[src/rtl/i2c_fifo_sequencer.sv]
// i2c_fifo_sequencer: drives START / address / payload WRITEs / STOP commands into an I2C
// byte engine, popping one TX FIFO byte per payload WRITE.
module i2c_fifo_sequencer #(
    parameter int DATA_WIDTH = 8,
    parameter int CNT_WIDTH  = 8
) (
    input  logic                  clk,
    input  logic                  rst_n,
    input  logic                  go,
    input  logic [6:0]            slave_addr,
    input  logic [CNT_WIDTH-1:0]  byte_count,
    input  logic                  fifo_empty,
    input  logic [DATA_WIDTH-1:0] fifo_data,
    output logic                  fifo_rd_en,
    output logic                  cmd_valid,
    output logic [1:0]            cmd_type,
    output logic [DATA_WIDTH-1:0] cmd_data,
    input  logic                  cmd_ready,
    input  logic                  eng_done,
    input  logic                  eng_nack,
    output logic                  busy,
    output logic                  done,
    output logic                  nack_err
);
    typedef enum logic [2:0] {IDLE, START, ADDR, FETCH, LOAD, WRITE, STOP, FINISH} state_t;
    localparam logic [1:0] CMD_START = 2'b00, CMD_WRITE = 2'b01, CMD_STOP = 2'b10;
    state_t state;
    logic [6:0] addr_q;
    logic [CNT_WIDTH-1:0] remain;
    logic waiting;
    logic cmd_fin;
    // eng_done only counts once the current command has been handed over
    assign cmd_fin = waiting && eng_done;
    always_ff @(posedge clk or negedge rst_n) begin
        if (!rst_n) begin
            state      <= IDLE;
            busy       <= 1'b0;
            done       <= 1'b0;
            nack_err   <= 1'b0;
            fifo_rd_en <= 1'b0;
            cmd_valid  <= 1'b0;
            cmd_type   <= CMD_START;
            cmd_data   <= '0;
            remain     <= '0;
            addr_q     <= '0;
            waiting    <= 1'b0;
        end else begin
            if (cmd_valid && cmd_ready) begin
                cmd_valid <= 1'b0;
                waiting   <= 1'b1;
            end
            case (state)
                IDLE: if (go) begin
                    addr_q    <= slave_addr;
                    remain    <= byte_count;
                    nack_err  <= 1'b0;
                    busy      <= 1'b1;
                    cmd_valid <= 1'b1;
                    cmd_type  <= CMD_START;
                    cmd_data  <= '0;
                    state     <= START;
                end
                START: if (cmd_fin) begin
                    waiting   <= 1'b0;
                    cmd_valid <= 1'b1;
                    cmd_type  <= CMD_WRITE;
                    cmd_data  <= DATA_WIDTH'({addr_q, 1'b0});
                    state     <= ADDR;
                end
                ADDR, WRITE: if (cmd_fin) begin
                    waiting  <= 1'b0;
                    cmd_data <= '0;
                    if (eng_nack || remain == '0) begin
                        nack_err  <= eng_nack;
                        cmd_valid <= 1'b1;
                        cmd_type  <= CMD_STOP;
                        state     <= STOP;
                    end else begin
                        state <= FETCH;
                    end
                end
                FETCH: if (!fifo_empty) begin
                    fifo_rd_en <= 1'b1;
                    state      <= LOAD;
                end
                // first LOAD cycle ends the pop; the registered read data is captured on the next
                LOAD: if (fifo_rd_en) begin
                    fifo_rd_en <= 1'b0;
                end else begin
                    cmd_valid <= 1'b1;
                    cmd_type  <= CMD_WRITE;
                    cmd_data  <= fifo_data;
                    remain    <= (remain != '0) ? remain - 1'b1 : remain;
                    state     <= WRITE;
                end
                STOP: if (cmd_fin) begin
                    waiting <= 1'b0;
                    done    <= 1'b1;
                    state   <= FINISH;
                end
                FINISH: begin
                    done  <= 1'b0;
                    busy  <= 1'b0;
                    state <= IDLE;
                end
                default: state <= IDLE;
            endcase
        end
    end
endmodule
[config.mk]
export PLATFORM = sky130hd
export DESIGN_NAME = i2c_fifo_sequencer
export DESIGN_NICKNAME = d
export VERILOG_FILES = /design/src/rtl/i2c_fifo_sequencer.sv
export SDC_FILE = /design/constraint.sdc
export NUM_CORES = 1
export LEC_CHECK = 0
export CORE_MARGIN = 2
export CORE_UTILIZATION = 30
export CTS_BUF_LIST = sky130_fd_sc_hd__clkbuf_16
export DETAILED_ROUTE_END_ITERATION = 10
export GPL_TIMING_DRIVEN = 1
export PLACE_DENSITY = 0.5
export REMOVE_ABC_BUFFERS = 1
export SLEW_MARGIN = 20
export SYNTH_ARGS = -nofsm -noshare
export SYNTH_HDL_FRONTEND = slang
export SYNTH_SLANG_ARGS = --single-unit
[constraint.sdc]
create_clock -name clk -period 5.21 [get_ports clk]
set_input_delay 1.042 -clock clk [delete_from_list [all_inputs] [get_ports clk]]
set_output_delay 1.042 -clock clk [all_outputs]
set_load 0.02 [all_outputs]
After elaboration in Yosys (flattened, before gate mapping) --
Cells that the tools add are included.
Storage, ports and cells: register bits 34, input port bits 30, output and inout bits 15, word-level logic and storage cells 93
Cells by class: $add $sub $neg 1, eq/ne operators 15, muxes and demuxes 43, reduce and logical (&&, ||, !) cells 23
Operator list (number):
- 8-bit two-way mux | 7
- 8-bit one-hot mux with 4 select lines | 1
- 3-bit two-way mux | 7
- 3-bit one-hot mux with 7 select lines | 1
- 2-bit inequality test (second input constant) | 8
- 8-bit one-hot mux with 2 select lines | 1
- 1-bit two-way mux | 15
- 3-bit equality test (second input constant) | 4
- 6-bit AND reduction | 2
- 2-bit two-way mux | 5
- 2-bit nonzero test | 5
- 8-bit zero test | 1
- 1-bit one-hot mux with 2 select lines | 4
- 2-bit one-hot mux with 4 select lines | 1
- 2-bit AND reduction | 4
- 4-bit AND reduction | 2
- 8-bit nonzero test | 1
- 8-bit by 1-bit subtractor with 8-bit output (second input constant) | 1
- 3-bit by 2-bit equality test with 1-bit output (second input constant) | 2
- 5-bit AND reduction | 1
- 1-bit one-hot mux with 4 select lines | 1
- 4-bit nonzero test | 1
- 4-bit OR reduction | 1
- 3-bit by 1-bit equality test with 1-bit output (second input constant) | 1
- 4 further kinds | 5

Depth between registers and ports, before layout --
depth in word-level cells 5, gate-level depth with buffers 8, gate-level depth less buffers 6

Worst setup path before layout --
No wires, ideal clock.
path type input to register, from in eng_done, to reg cmd_data[1], library setup time 125 ps, arrival time 2211 ps, data required time 5085 ps, path slack 2874 ps, stages 5, path buffers 1, cell sequence and2_1 > clkbuf_1 > o21ai_1 > a21oi_4 > mux2_2
Between the ends: word-level cells in the longest chain between the ends 3, elaborated cells on any way between the ends 4, classes of those cells 2 x eq/ne; 2 x reduce/logical
Ends and longest elaborated chain:
- from (decl) | RTL line 19 | input logic eng_done,
- 1-bit logical AND (*) | RTL line 33 | assign cmd_fin = waiting && eng_done;
- 2-bit inequality test (no source line)
- 5-bit AND reduction (no source line) (*)
- to (signal assigned) | RTL line 67 | cmd_data <= DATA_WIDTH'({addr_q, 1'b0});
- to (signal assigned) | RTL line 92 | cmd_data <= fifo_data;
- to (decl) | RTL line 17 | output logic [DATA_WIDTH-1:0] cmd_data,
Mark *: on every way between the ends. The rest lies on a longest branch, timed or not. A chain may end at the register's enable or synchronous reset.

Worst setup path after layout --
from in go, to reg remain[1]
Between the ends: word-level cells in the longest chain between the ends 2
Ends and longest elaborated chain:
- from (decl) | RTL line 9 | input logic go,
- 2-bit inequality test (no source line)
- 4-bit AND reduction (no source line)
- to (signal assigned) | RTL line 55 | remain <= byte_count;
- to (signal assigned) | RTL line 93 | remain <= (remain != '0) ? remain - 1'b1 : remain;
- to (decl) | RTL line 29 | logic [CNT_WIDTH-1:0] remain;
Every way passes these cells.

==> flow_summary_export.csv <==
group,metric,value,unit
outcome,status,"completed",
critical_path,r2r_slack,2.82,ns
critical_path,worstSetupStartpoint,"go",
yosys,synth_seq_cells,34,
sta,fin_crit_sh,0.512,
pwr,leakage,1.13,nW
placed_design,place_congestion,0.829,
routing,wirelength,5000,µm
routing,firstDrtPassIters,4,
sta,max_freq,375,MHz
clocking,clkTransAtPathRegs,0.05,ns
die,core_area,6350,µm²
layout,final_cell_mix,"clkdlybuf4s50_1, nand2_1, dfrtp_1",
sta,slew_headroom,0.480,
yosys,synthArstFlopShare,1.00,
clocking,cts_setup_buffers,0,
pwr,peakVddDrop,0.221,mV
global_route,grt-ovfl-total,0,
yosys,synth_area,1970,µm²
routing,route.vias.total,1646,
layout,drive_above_1_share,0.0972,
sta,setup_ws,2.54,ns
die,dieHeight,85.0,µm
sta,finalSetupViolCount,0,
global_route,grt_pass1_wl,8650,µm
die,ios,45,
layout,final_nets,283,
hold_path,min_path_type,"reg2reg",
yosys,synth-seq-area-share,0.432,
critical_path,cp-start-kind,"primary input",
critical_path,cp_max_fo,9,
clocking,cts_tree,"built",
global_route,grt_pass1_vias,1682,
sta,worst_pin_slew,0.780,ns
die,start_util,0.310,
critical_path,worstPathRequired,5.38,ns
placed_design,dpl.hpwl,3560,µm
clocking,cts-root-buf,"clkbuf_16",
sta,period_needed,2.67,ns
run,drv_cap,0,
sta,tns,0,ns
global_route,track_usage,0.153,
sta,clock_skew,0.00461,ns
clocking,clock_sinks,34,
yosys,netlist_instances,206,
layout,final_common_cell,"clkdlybuf4s50_1",
global_route,grt_max_degree,35,
routing,drt_iter0_drc,85,
die,floorplan.die_area,7220,µm²
sta,rsz0062_at_grt,"no",
routing,drtAntennaViolNets,0,
global_route,antenna_found_initial,0,
clocking,cts.repair.resized,0,
yosys,synth-edff-count,0,
pwr,power.density,587,nW/µm²
sta,finalHoldViolCount,0,
routing,wl_per_cell,15.4,µm
sta,whs,0.472,ns
placed_design,post-place-ws,2.27,ns
critical_path,timing.rr.start,"state[0]",
routing,route.detailed.drc,0,
yosys,avgSynthCellArea,9.55,µm²
yosys,ys.flop_type,"dfrtp_1",
critical_path,crit_arrival,2.83,ns
critical_path,critical_path_class,"in2reg",
clocking,h-tree-depth,2,
sta,drv_slew,0,
clocking,clock_latency,0.28,ns
layout,areaGrowthSynthToFinish,32.4,%
routing,vias_per_cell,5.08,
die,die_x,85.0,µm
placed_design,io_buffers,44,
yosys,ys_types,51,
clocking,clockBufferDepth,2,
clocking,ctsHoldBuffers,0,
critical_path,endpoint_kind,"flop",
yosys,ys.warnings.count,0,
layout,antenna_cells,0,
clocking,cts_buffers,5,
hold_path,holdCritStartpoint,"addr_q[4]",
die,num_rows,29,
## worst max-delay path, stage by stage
cell and delay (ns):
clkdlybuf4s50_1 0.51, nor2b_2 0.23, and2_1 0.37, or2_1 0.35, mux2_4 0.33
## kinds of logic after synthesis
family,after synthesis,share of synthesized area
simple gates,74,0.192
fa+ha+maj,6,0.0381
compound gates,55,0.206
mux,13,0.0737
flops,34,0.432
buf+inv,24,0.0579
## final timing paths
kind	end	cells after the start
worst max-delay path	remain[1]	5
worst min-delay path	addr_q[4]	2
worst max register to register	remain[5]	6
worst min register to register	addr_q[4]	2
max in group asynchronous	nack_err	2
min in group asynchronous	cmd_data[7]	2
## power by group
group          switching, mW  internal, mW
Clock                  0.107         0.221
Sequential             0.115         0.382
Combinational          0.371         0.333
Total                  0.593         0.936
## metrics by stage
step / cell area (µm²) / utilization / instances / total power [mW]
CTS: 2610 / 0.410 / 324 / 1.55
global placement: 2450 / 0.385 / 317 / 1.21
detailed placement: 2450 / 0.385 / 317 / 1.21
floorplan: 1900 / - / 195 / 0.955
global route: 2610 / 0.410 / 324 / 1.65
finish: 2610 / 0.410 / 324 / 1.53
## cell usage after synthesis, types with 2 or more instances
cell type | count | area share
nand2_1 | 37 | 0.071
a211oi_1 | 4 | 0.015
dfrtp_1 | 34 | 0.43
a2bb2oi_1 | 2 | 0.0089
a22o_1 | 7 | 0.031
mux2_2 | 8 | 0.046
nand4_1 | 2 | 0.0064
nand3b_1 | 2 | 0.0076
o221ai_1 | 3 | 0.013
ha_1 | 6 | 0.038
o211ai_1 | 3 | 0.011
o211a_1 | 2 | 0.010
o21ai_0 | 9 | 0.023
o22ai_1 | 2 | 0.0064
a22oi_1 | 2 | 0.0076
nor2_1 | 6 | 0.011
inv_1 | 13 | 0.025
and2_1 | 2 | 0.0064
nor3_1 | 4 | 0.010
clkbuf_1 | 7 | 0.013
a32o_1 | 2 | 0.010
buf_6 | 3 | 0.017
a21oi_1 | 9 | 0.023
nor3b_1 | 2 | 0.0076
nand3_1 | 6 | 0.015
mux2i_1 | 4 | 0.020
## routing by layer
layer	vias to the layer above	global-route usage	wire, µm
met4	0	0.0418	47
met5	-	0	0
met1	772	0.220	2380
met2	46	0.225	2280
met3	4	0.0438	296
li1	824	-	-
## cell type report
class	count	area, µm²
fillers	647	3740
multi-input cells	148	1000
flip-flops and latches	34	851
repair buffers	45	448
clock buffers	5	125
well taps	77	96.3
inverters	13	48.8
clock inverters	2	33.8
## flip-flops by register name (all words and copies together), names as in the netlist
signal,flops
state,3
cmd_data,8
addr_q,7
nack_err,1
remain,8
fifo_rd_en,1
waiting,1
cmd_valid,1
busy,1
done,1
cmd_type,2
Note: power is estimated with default switching activity, not from simulation.
